===== src/rtl/pipeline_stage0.sv =====
// Instruction fetch stage: owns the PC, fetches one opcode byte per cycle and
// hands it, with its address, to stage 1; injects NOP bubbles when not fetching.
module pipeline_stage0 #(
  parameter int unsigned             PC_WIDTH     = 16,
  parameter logic [7:0]              NOP_OPCODE   = 8'h00,
  parameter logic [PC_WIDTH-1:0]     RESET_VECTOR = '0,
  parameter int unsigned             FLUSH_CYCLES = 3
) (
  input  logic                ClockIn,
  input  logic                Reset,
  input  logic                BusRequest,
  output logic                BusGrant,
  input  logic                FetchSurpress,
  input  logic                PCLoad,
  input  logic [PC_WIDTH-1:0] PCLoadValue,
  output logic [PC_WIDTH-1:0] MemAddr,
  output logic                MemRead,
  input  logic [7:0]          MemData,
  output logic [7:0]          PipeOut,
  output logic [PC_WIDTH-1:0] PipePC,
  output logic                FlushActive,
  output logic                debug_state
);

  localparam logic       FLUSH = 1'b0;
  localparam logic       FETCH = 1'b1;
  localparam logic [3:0] FLUSH_INIT = 4'(FLUSH_CYCLES);
  localparam logic [PC_WIDTH-1:0] PC_ONE = {{(PC_WIDTH-1){1'b0}}, 1'b1};

  logic                state;
  logic [3:0]          flush_cnt;
  logic [PC_WIDTH-1:0] pc;
  logic [7:0]          pipe_out;
  logic [PC_WIDTH-1:0] pipe_pc;
  logic                in_fetch;

  // Reset overrides the bus-facing strobes even though the state is registered.
  assign in_fetch    = (state == FETCH) && !Reset;
  assign MemAddr     = pc;
  assign MemRead     = in_fetch && !PCLoad && !BusRequest && !FetchSurpress;
  assign BusGrant    = in_fetch && BusRequest && !FetchSurpress;
  assign FlushActive = Reset || (state == FLUSH);
  assign PipeOut     = pipe_out;
  assign PipePC      = pipe_pc;
  assign debug_state = state;

  always_ff @(posedge ClockIn) begin
    if (Reset) begin
      state     <= FLUSH;
      flush_cnt <= FLUSH_INIT;
      pc        <= RESET_VECTOR;
      pipe_out  <= NOP_OPCODE;
      pipe_pc   <= RESET_VECTOR;
    end else if (state == FLUSH) begin
      pipe_out  <= NOP_OPCODE;
      flush_cnt <= flush_cnt - 4'd1;
      if (flush_cnt == 4'd1) begin
        state <= FETCH;
      end
    end else if (PCLoad) begin
      // Branch squashes this cycle's slot; the target is fetched next cycle.
      pc       <= PCLoadValue;
      pipe_out <= NOP_OPCODE;
      pipe_pc  <= pc;
    end else if (BusRequest || FetchSurpress) begin
      pipe_out <= NOP_OPCODE;
      pipe_pc  <= pc;
    end else begin
      pipe_out <= MemData;
      pipe_pc  <= pc;
      pc       <= pc + PC_ONE;
    end
  end

endmodule


===== config.mk =====
export PLATFORM = sky130hd
export DESIGN_NAME = pipeline_stage0
export DESIGN_NICKNAME = d
export VERILOG_FILES = /design/src/rtl/pipeline_stage0.sv
export SDC_FILE = /design/constraint.sdc
export NUM_CORES = 1
export LEC_CHECK = 0
export BUFFER_PORTS_ARGS = -buffer_cell sky130_fd_sc_hd__buf_2
export CORE_MARGIN = 2
export CORE_UTILIZATION = 51
export CTS_BUF_LIST = sky130_fd_sc_hd__clkbuf_8
export CTS_CLUSTER_DIAMETER = 200
export DETAILED_ROUTE_END_ITERATION = 6
export PLACE_DENSITY = 0.82
export SYNTH_ARGS = -nofsm -noshare
export SYNTH_HDL_FRONTEND = slang
export SYNTH_SLANG_ARGS = --single-unit

===== constraint.sdc =====
create_clock -name ClockIn -period 1.85 [get_ports ClockIn]
set_input_delay 0.37 -clock ClockIn [delete_from_list [all_inputs] [get_ports ClockIn]]
set_output_delay 0.37 -clock ClockIn [all_outputs]
set_load 0.03 [all_outputs]

---- Word level (Yosys, flattened, before mapping) ----
Cells that the tools add are included.
storage, ports and cells
  register bits ........................... 45
  input port bits ......................... 29
  output and inout port bits .............. 44
  logic and storage cells ................. 28
cells by class
  $add $sub $neg .......................... 2
  equality and inequality tests ........... 2
  mux-type cells .......................... 4
  bitwise gates (word level) .............. 1
  reduce and logical (&&, ||, !) cells .... 14
operators with widths
  kind                                                  number
  2-to-1 mux 16 bit                                     2
  adder 16 x 1 -> 16 bit (second input constant)        1
  logical AND 1 bit                                     6
  equality test 4 x 1 -> 1 bit (second input constant)  1
  logical NOT 1 bit                                     4
  OR reduction 4 bit                                    1
  subtractor 4 x 1 -> 4 bit (second input constant)     1
  logical OR 1 bit                                      2
  2-to-1 mux 1 bit                                      2
  inequality test 2 bit (second input constant)         1
  AND reduction 2 bit                                   1
  inverter 1 bit                                        1

---- Longest topological paths before layout ----
Gate-level depths: netlist of run 1.
  depth after elaboration ................. 5
  mapped depth ............................ 6
  depth with buffers taken out ............ 5

---- Worst setup path after synthesis of run 1 ----
Ideal clock, no wire load.
  path type ............................... register to output
  start point ............................. register state, in the netlist debug_state
  end point ............................... output port BusGrant
  arrival time ............................ 1.743 ns
  data required time ...................... 1.480 ns
  path slack .............................. -0.263 ns
  cell stages (with the launch flop) ...... 3
  path buffers ............................ 0
  cells stage by stage .................... dfxtp_1 > nand2b_1 > nor3b_1
between the ends
  cells in the longest elaborated chain, start to end .. 3
ends and longest elaborated chain
  item                            RTL line  source
  start: declaration              30        logic state;
  start signal: assignment        49        state <= FLUSH;
  start signal: assignment        58        state <= FETCH;
  logical AND 1 bit               38        assign in_fetch = (state == FETCH) && !Reset;
  logical AND 1 bit (2 in a row)  41        assign BusGrant = in_fetch && BusRequest && !FetchSurpress;
  end: declaration                12        output logic BusGrant,
Every way passes these cells.

---- Worst setup path in the final report of run 1 ----
  start point ............................. register state, in the netlist debug_state
  end point ............................... output port MemRead
between the ends
  cells in the longest elaborated chain, start to end .. 4
ends and longest elaborated chain
  item                            RTL line  source
  logical AND 1 bit               38
  logical AND 1 bit (3 in a row)  40        assign MemRead = in_fetch && !PCLoad && !BusRequest && !FetchSurpress;
  end: declaration                17        output logic MemRead,
Every way passes these cells.

==> results_dict.tcl, run 1 <==
set metrics [dict create \
    grt_use_total 0.221 \
    cts_buffers 5 \
    synth_cells 230 \
    grt-ovfl-total 0 \
    grt_pass1_vias 1642 \
    viasPerCell 5.48 \
    fin_nets 336 \
    grt_setup_unrepaired "false" \
    drv_cap 0 \
    synth.most_common_cell "dfxtp_1" \
    hold_violations 0 \
    post-route-period-util 0.939 \
    start_kind "flop" \
    io_pins 73 \
    antenna_found_initial 0 \
    cts_tree "yes" \
    cts_sinks 45 \
    start_util 0.523 \
    setup_viol 0 \
    clockRootBuffer "clkbuf_8" \
    cts_buffer_depth 2 \
    cts.repair.resized 1 \
    dieArea_um2 4570 \
    ys.flop_type "dfxtp_1" \
    status "finished, final reports clean" \
    ant_nets 0 \
    tns_ns 0 \
    die_x_um 67.6 \
    htreeDepth 2 \
    fmax_mhz 575 \
    post_cts_buffers 0 \
    min_path_type "in -> reg" \
    drc_errors 0 \
    post_route_cells_drive_above_1_share 0.341 \
    max_slew_margin 0.743 \
    yosysWarnings 0 \
    synth-edff-count 0 \
    yosysSeqAreaShare 0.437 \
    cp.required_ns 1.48 \
    fin_worst_skew_ns 0.00530 \
    clock_latency_ns 0.30 \
    reg2reg_slack_ns 0.17 \
    ys_seq_elements 45 \
    p_leak_nw 1.20 \
    yosys.area.top_type "dfxtp_1" \
    drtPass1Iterations 4 \
    final.min_clock_period_ns 1.74 \
    fill_cells 333 \
    crit_path_max_fanout 5 \
    numPortBuffers 72 \
    rows 23 \
    routedWlPerCell_um 13.8 \
    wl_um 4900 \
    drv_slew 0 \
    clkTransAtPathRegs_ns 0.08 \
    synth_async_sr_flop_share 0 \
    cp-end-kind "output pin" \
    core_um2 3940 \
    vias 1945 \
    drt_first_iter_violations 168 \
    syn2layout_area_growth_pct 26.5 \
    synthTopCellsByCount "45 x dfxtp_1, 32 x nor2_1, 21 x mux2i_1, 12 x a21oi_1, 10 x and2_1" \
    diodes 0 \
    cts_hold_buf 0 \
    grt_pass1_wl_um 7570 \
    finish.utilization 0.661 \
    syn_area_per_cell_um2 8.97 \
    synth_area_leaders "dfxtp_1 44%, mux2i_1 10%, nor2_1 5.8%" \
    ys_types 48 \
    crit_arrival_ns 1.37 \
    pwr_density_cell_nw_per_um2 988 \
    gp_congestion 0.866 \
    critPathKind "reg -> out" \
    worst_pin_slew_ns 0.386 \
    synth.top_cell.area_share 0.437 \
    die_h_um 67.6 \
    netlist_area_um2 2060 \
    synth.net_count 262 \
    vdd_drop_max_mv 0.697 \
    dp_hpwl_um 3440 \
    grt_max_degree 39 \
]
[cell families after synthesis]
logic type / Yosys count / synth area share
AO/OA/AOI/OAI: 43 / 0.144
buffers and inverters: 24 / 0.0534
AND/OR/NAND/NOR: 91 / 0.232
XOR/XNOR: 3 / 0.0127
adder cells (fa/ha/maj): 3 / 0.0182
multiplexers: 21 / 0.102
flip-flops: 45 / 0.437
[cell usage in the layout (no fill, tap or decap), types with 2 or more instances in the layout]
cell type,instances
nor3_1,2
buf_4,13
a31oi_1,3
and3_1,5
a31o_2,2
a211oi_1,3
nor4_1,6
nand2b_1,2
nor2_1,32
ha_1,3
xnor2_1,2
inv_1,6
nor2b_1,2
clkbuf_8,7
a22o_1,2
or3_1,2
mux2i_1,21
a32o_1,4
a21oi_1,12
dfxtp_2,3
nand3_1,6
and2_1,10
dfxtp_1,42
nand4_1,7
o21ai_0,7
buf_2,72
nand2_1,8
[power by group]
group	leakage [nW]	internal, mW	total (mW)	switching [mW]
registers	0.365	1.06	1.18	0.121
logic	0.781	0.289	0.729	0.440
clock network	0.0542	0.338	0.663	0.325
[per-stage QoR]
| step | hold WS [ns] | worst slack (ns) | instance area [um^2] | instances | total power, mW |
|---|---|---|---|---|---|
| after global placement | 0.468 | 0.232 | 2500 | 347 | 1.92 |
| final | 0.267 | 0.112 | 2610 | 355 | 2.58 |
| after CTS | 0.259 | 0.0825 | 2610 | 355 | 2.59 |
| after global routing | 0.261 | 0.0306 | 2610 | 355 | 2.71 |
| after detailed placement | 0.477 | 0.208 | 2500 | 347 | 1.93 |
| after floorplan | 0.485 | 0.0993 | 2070 | 230 | 1.73 |
[worst paths after layout]
| check | startpoint | to | cells after the start |
|---|---|---|---|
| hold / removal | MemData[4] | PipeOut[4] | 2 |
| setup / recovery | debug_state | MemRead | 3 |
| hold reg to reg | PipePC[6] | PipePC[6] | 2 |
| setup reg to reg | MemAddr[0] | MemAddr[12] | 6 |
[metal layers]
layer / vias to the layer above / GRT usage / wire length, um
li1: 975 / - / -
met1: 894 / 0.286 / 2190
met2: 70 / 0.347 / 2290
met3: 6 / 0.0750 / 373
met4: 0 / 0.0663 / 51
met5: - / 0 / 0
[registers in the layout, indices dropped and copies added (netlist names)]
name,cells
MemAddr,16
PipePC,16
PipeOut,8
flush_cnt,4
debug_state,1
[layout make-up]
| cell class | count | area [um^2] | share of cell area |
|---|---|---|---|
| multi-input combinational | 161 | 1060 | 0.406 |
| clock inverter | 1 | 5.00 | 0.00192 |
| timing repair buffer | 85 | 458 | 0.176 |
| clock buffer | 7 | 96.3 | 0.0369 |
| sequential | 45 | 905 | 0.347 |
| inverter | 6 | 22.5 | 0.00864 |
| tap | 50 | 62.6 | 0.0240 |
[worst max-delay path: stages (launching register included)]
cell      delay, ns
dfxtp_2        0.41
nand2b_2       0.12
nor4_1         0.27
buf_2          0.27
Note: power is estimated with default switching activity, not from simulation.
==> run 2, diff against run 1 <==
--- a/config.mk
+++ b/config.mk
@@ -9,9 +9,9 @@
 export CORE_MARGIN = 2
 export CORE_UTILIZATION = 51
 export CTS_BUF_LIST = sky130_fd_sc_hd__clkbuf_8
-export CTS_CLUSTER_DIAMETER = 200
 export DETAILED_ROUTE_END_ITERATION = 6
-export PLACE_DENSITY = 0.82
+export PLACE_DENSITY = 0.86
 export SYNTH_ARGS = -nofsm -noshare
 export SYNTH_HDL_FRONTEND = slang
 export SYNTH_SLANG_ARGS = --single-unit
+export TNS_END_PERCENT = 30
==> run 2 against run 1 <==
  * First-iteration DRC count fell by 6.5%
  * Critical path type unchanged
  * Global-route usage rose by 1.6 points
  * Largest power group unchanged
  * Critical endpoint unchanged
  * Worst hold slack barely moved
==> results_dict.tcl, run 2 (synthesis results as in run 1) <==
set metrics [dict create \
    status "finished, final reports clean" \
    htreeDepth 2 \
    critPathKind "reg -> out" \
    grt_max_degree 39 \
    drv_cap 0 \
    dieArea_um2 4570 \
    cts_tree "yes" \
    tns_ns 0 \
    drc_errors 0 \
    clockRootBuffer "clkbuf_8" \
    clock_latency_ns 0.29 \
    start_util 0.523 \
    viasPerCell 5.52 \
    diodes 0 \
    cts_buffer_depth 2 \
    pwr-share-seq 0.461 \
    fin_hold_ws_ns 0.267 \
    numPortBuffers 72 \
    worst_pin_slew_ns 0.403 \
    setup_viol 0 \
    fin_worst_skew_ns 0.00309 \
    antenna_found_initial 0 \
    hold_violations 0 \
    drv_slew 0 \
    reg2reg_from "MemAddr[1]" \
    vias 1950 \
    grt_pass1_vias 1787 \
    whs_path_depth 2 \
    vdd_drop_max_mv 0.563 \
    io_pins 73 \
    p_switching_mw 0.875 \
    gp_congestion 0.836 \
    clockPowerShare 0.237 \
    hold_end "PipeOut[4]" \
    reg2reg_slack_ns 0.21 \
    dp_hpwl_um 3540 \
    die_h_um 67.6 \
    grt-ovfl-total 0 \
    p_leak_nw 1.19 \
    finish.utilization 0.659 \
    drt_first_iter_violations 157 \
    final_common_cell "buf_2" \
    cp-end-kind "output pin" \
    rows 23 \
    post_route_cells_drive_above_1_share 0.327 \
    cts.repair.resized 0 \
    cts_buffers 5 \
    cts_hold_buf 0 \
    routedWlPerCell_um 14.1 \
    cts_sinks 45 \
    core_um2 3940 \
    grt_use_total 0.236 \
    ant_nets 0 \
    pwr_density_cell_nw_per_um2 974 \
    ff2ff_path_depth 5 \
    cp.required_ns 1.48 \
    fmax_mhz 568 \
    grt_setup_unrepaired "false" \
    final.min_clock_period_ns 1.76 \
    clkTransAtPathRegs_ns 0.08 \
    min_path_type "in -> reg" \
    crit_arrival_ns 1.39 \
    start_kind "flop" \
    crit_path_max_fanout 5 \
    grt_pass1_wl_um 8140 \
    wl_um 4990 \
    internal-power_mw 1.66 \
    fin_nets 335 \
    post_cts_buffers 0 \
    combPwrFrac 0.302 \
    drtPass1Iterations 4 \
    die_x_um 67.6 \
    post-route-period-util 0.952 \
    r2r_end "MemAddr[14]" \
    syn2layout_area_growth_pct 26.0 \
    max_slew_margin 0.725 \
    layout_common_cells "72 x buf_2, 45 x dfxtp_1, 32 x nor2_1, 21 x mux2i_1, 12 x a21oi_1" \
    hold_path.startpoint "MemData[4]" \
    swShare 0.346 \
]
==> run 2: changes by cell type in the layout (fill, tap and decap cells not counted) <==
| cell | change |
|---|---|
| clkinv_2 | -1 |
| buf_12 | +1 |
| nor3_1 | -1 |
| clkbuf_8 | -1 |
| dfxtp_2 | -3 |
| nor3_2 | +1 |
| dfxtp_1 | +3 |
| buf_4 | -2 |
| inv_1 | +1 |
==> run 2: worst max path at each step <==
stage                  startpoint          end  slack (ns)  cells past startpoint
finish                debug_state      MemRead        0.09                      3
global route          debug_state      MemRead        0.01                      3
CTS                   debug_state      MemRead        0.07                      3
detailed placement     MemAddr[0]  MemAddr[14]        0.14                      5
global placement    FetchSurpress   MemAddr[9]        0.23                      5
floorplan              MemAddr[0]  MemAddr[14]       -0.05                      5
==> run 2: metal layers <==
metal  track usage  vias up  part of all wire  routed length [um]
met2         0.374       74              0.47                2350
met4        0.0816        0            0.0088                  44
li1              -      970                 -                   -
met1         0.306      901              0.45                2230
met5             0        -                 0                   0
met3        0.0717        5             0.072                 361
==> run 2: area by class of cell <==
cell class                 instances  area [um^2]
clock buffer                       6         82.6
clock inverter                     1         3.75
fill                             345         1340
inverter                           6         22.5
multi-input combinational        161         1060
sequential                        45          901
tap                               50         62.6
timing repair buffer              84          463
==> run 2: power by group through the flow <==
stage          clock network, mW  logic (mW)  registers [mW]
6_report                   0.600       0.765            1.17
5_1_grt                    0.655       0.839            1.18
4_1_cts                    0.615       0.770            1.16
3_5_place_dp                   0       0.764            1.19
3_3_place_gp                   0       0.753            1.18
2_1_floorplan                  0       0.440            1.29
==> run 2: worst max-delay path, stage by stage, from the launching register on <==
cell and delay (ns):
dfxtp_1 0.42, nand2b_2 0.13, nor4_1 0.28, buf_2 0.27
==> run 2: through the flow <==
step                      worst slack (ns)  area, um^2  instances  total power [mW]
after floorplan                    -0.0493        2070        230              1.73
after global placement               0.228        2510        346              1.94
after detailed placement             0.142        2510        346              1.95
after CTS                           0.0700        2590        353              2.55
after global routing                0.0149        2600        353              2.67
final                               0.0889        2600        353              2.53
==> run 3, diff against run 2 <==
--- a/config.mk
+++ b/config.mk
@@ -7,10 +7,9 @@
 export LEC_CHECK = 0
 export BUFFER_PORTS_ARGS = -buffer_cell sky130_fd_sc_hd__buf_2
 export CORE_MARGIN = 2
-export CORE_UTILIZATION = 51
-export CTS_BUF_LIST = sky130_fd_sc_hd__clkbuf_8
+export CORE_UTILIZATION = 53
 export DETAILED_ROUTE_END_ITERATION = 6
-export PLACE_DENSITY = 0.86
+export PLACE_DENSITY = 0.88
 export SYNTH_ARGS = -nofsm -noshare
 export SYNTH_HDL_FRONTEND = slang
 export SYNTH_SLANG_ARGS = --single-unit
==> constraint.sdc (replaced) <==
create_clock -name ClockIn -period 2.1 [get_ports ClockIn]
set_input_delay 0.42 -clock ClockIn [delete_from_list [all_inputs] [get_ports ClockIn]]
set_output_delay 0.42 -clock ClockIn [all_outputs]
set_load 0.03 [all_outputs]
==> run 3 against run 2 <==
  * First-iteration DRC count is 11% higher
  * Utilization increased by 4.3 points
  * Combinational power decreased by 14%
  * Worst hold slack better by 0.032 ns
  * Via count fell by 0.87%
  * Non-clock buffer count down 2
  * Clock skew grew 0.0028 ns
  * Clock power up 14%
  * Clock-buffer cell count increased by 1
  * Routed wire length increased by 1.3%
  * Sequential share of layout area grew 0.10 points
  * Global-route usage up 0.95 points
  * Critical endpoint is now debug_state
  * Largest cell class unchanged
==> results_dict.tcl, run 3 (synthesis results as in run 1) <==
set metrics [dict create \
    drtPass1Iterations 4 \
    tns_ns 0 \
    crit_arrival_ns 1.47 \
    numPortBuffers 72 \
    min_path_type "in -> reg" \
    cts_sinks 45 \
    setup_viol 0 \
    grt_pass1_wl_um 8000 \
    drv_slew 0 \
    cts_buffer_depth 2 \
    crit_path_max_fanout 18 \
    wl_um 5050 \
    fin_worst_skew_ns 0.00593 \
    swShare 0.336 \
    max_stage_delay_ns 0.34 \
    grt_pass1_vias 1758 \
    start_util 0.559 \
    die_h_um 66.4 \
    grt_setup_unrepaired "false" \
    fin_nets 333 \
    reg2reg_slack_ns 0.27 \
    pwr-share-seq 0.432 \
    drc_errors 0 \
    whs_path_depth 2 \
    drt_first_iter_violations 175 \
    worst_pin_slew_ns 0.679 \
    path_cells "buf_4 > buf_4 > buf_2" \
    reg2reg_from "MemAddr[0]" \
    cp_slowest_cell "dfxtp_1" \
    p_switching_mw 0.797 \
    core_um2 3690 \
    internal-power_mw 1.57 \
    combPwrFrac 0.279 \
    clock_latency_ns 0.31 \
    clkTransAtPathRegs_ns 0.08 \
    viasPerCell 5.52 \
    routedWlPerCell_um 14.4 \
    pwr_density_cell_nw_per_um2 915 \
    grt_use_total 0.246 \
    vdd_drop_max_mv 0.624 \
    rows 22 \
    start_kind "flop" \
    diodes 0 \
    syn2layout_area_growth_pct 25.7 \
    ff2ff_path_depth 5 \
    cp-end-kind "output pin" \
    gp_congestion 0.821 \
    fmax_mhz 529 \
    final.min_clock_period_ns 1.89 \
    stdcell_area_um2 2590 \
    clockRootBuffer "clkbuf_8" \
    post_route_cells_drive_above_1_share 0.318 \
    dp_hpwl_um 3560 \
    dieArea_um2 4410 \
    grt_max_degree 39 \
    cts.repair.resized 0 \
    hold_violations 0 \
    cts_buffers 5 \
    ant_nets 0 \
    die_x_um 66.4 \
    clockPowerShare 0.289 \
    htreeDepth 2 \
    antenna_found_initial 0 \
    r2r_end "MemAddr[14]" \
    p_leak_nw 1.19 \
    critPathKind "reg -> out" \
    drv_cap 0 \
    cp.required_ns 1.68 \
    layout_common_cells "72 x buf_2, 45 x dfxtp_1, 32 x nor2_1, 21 x mux2i_1, 12 x a21oi_1" \
    grt-ovfl-total 0 \
    critPathMostFrequentCell "buf_4" \
    post_cts_buffers 0 \
    dpl_cell_area_um2 2470 \
    hold_end "PipeOut[6]" \
    final_common_cell "buf_2" \
    cts_hold_buf 0 \
    hold_path.startpoint "MemData[6]" \
    io_pins 73 \
    status "finished, final reports clean" \
    max_slew_margin 0.543 \
    vias 1933 \
    post-route-period-util 0.900 \
    cts_tree "yes" \
]
## run 3: cell count changes in the layout (fill, tap and decap cells not counted)
cell,before,now
buf_12,1,0
buf_4,11,10
bufinv_16,0,1
clkbuf_1,0,1
inv_1,7,6
nand2b_1,2,3
nand2b_2,1,0
nor3_1,1,2
nor3_2,1,0
## run 3: worst max-delay path by stage
stage,slack (ns),cells after the start,to,from
after floorplan,0.03,3,MemRead,debug_state
after global placement,0.38,5,MemAddr[14],MemAddr[0]
after detailed placement,0.31,5,MemAddr[14],MemAddr[0]
after CTS,0.22,3,debug_state,debug_state
after global routing,0.12,5,MemAddr[14],MemAddr[0]
final,0.21,3,debug_state,debug_state
## run 3: through the flow
| step | power [mW] | util | cells | hold WS, ns | setup WS, ns |
|---|---|---|---|---|---|
| 2_1_floorplan | 1.52 | - | 230 | 0.485 | 0.0345 |
| 3_3_place_gp | 1.68 | 0.671 | 342 | 0.468 | 0.383 |
| 3_5_place_dp | 1.70 | 0.671 | 342 | 0.476 | 0.310 |
| 4_1_cts | 2.38 | 0.703 | 350 | 0.298 | 0.215 |
| 5_1_grt | 2.49 | 0.703 | 350 | 0.305 | 0.122 |
| 6_report | 2.37 | 0.703 | 350 | 0.299 | 0.210 |
## run 3: area by class of cell
| class | instances | area (um^2) |
|---|---|---|
| Clock buffer | 7 | 86.3 |
| Fill cell | 301 | 1100 |
| Timing Repair Buffer | 82 | 435 |
| Multi-Input combinational cell | 161 | 1060 |
| Clock inverter | 1 | 30.0 |
| Sequential cell | 45 | 901 |
| Tap cell | 48 | 60.1 |
| Inverter | 6 | 22.5 |
## run 3: power by group through the flow
stage	clock [mW]	combinational, mW	sequential (mW)
finish	0.685	0.661	1.02
global route	0.736	0.715	1.04
CTS	0.693	0.663	1.02
detailed placement	0	0.661	1.04
global placement	0	0.643	1.04
floorplan	0	0.387	1.14
## run 3: critical path, delay by kind of cell (launching register included)
kind / cells / cell delay (ns)
buf+inv: 3 / 0.81
flops: 1 / 0.34
## run 3: metal layers
metal	share of wire	vias to the layer above	global-route usage
met5	0	-	0
met4	0.025	0	0.110
met3	0.078	11	0.0801
met2	0.46	82	0.400
met1	0.44	881	0.294
li1	-	959	-
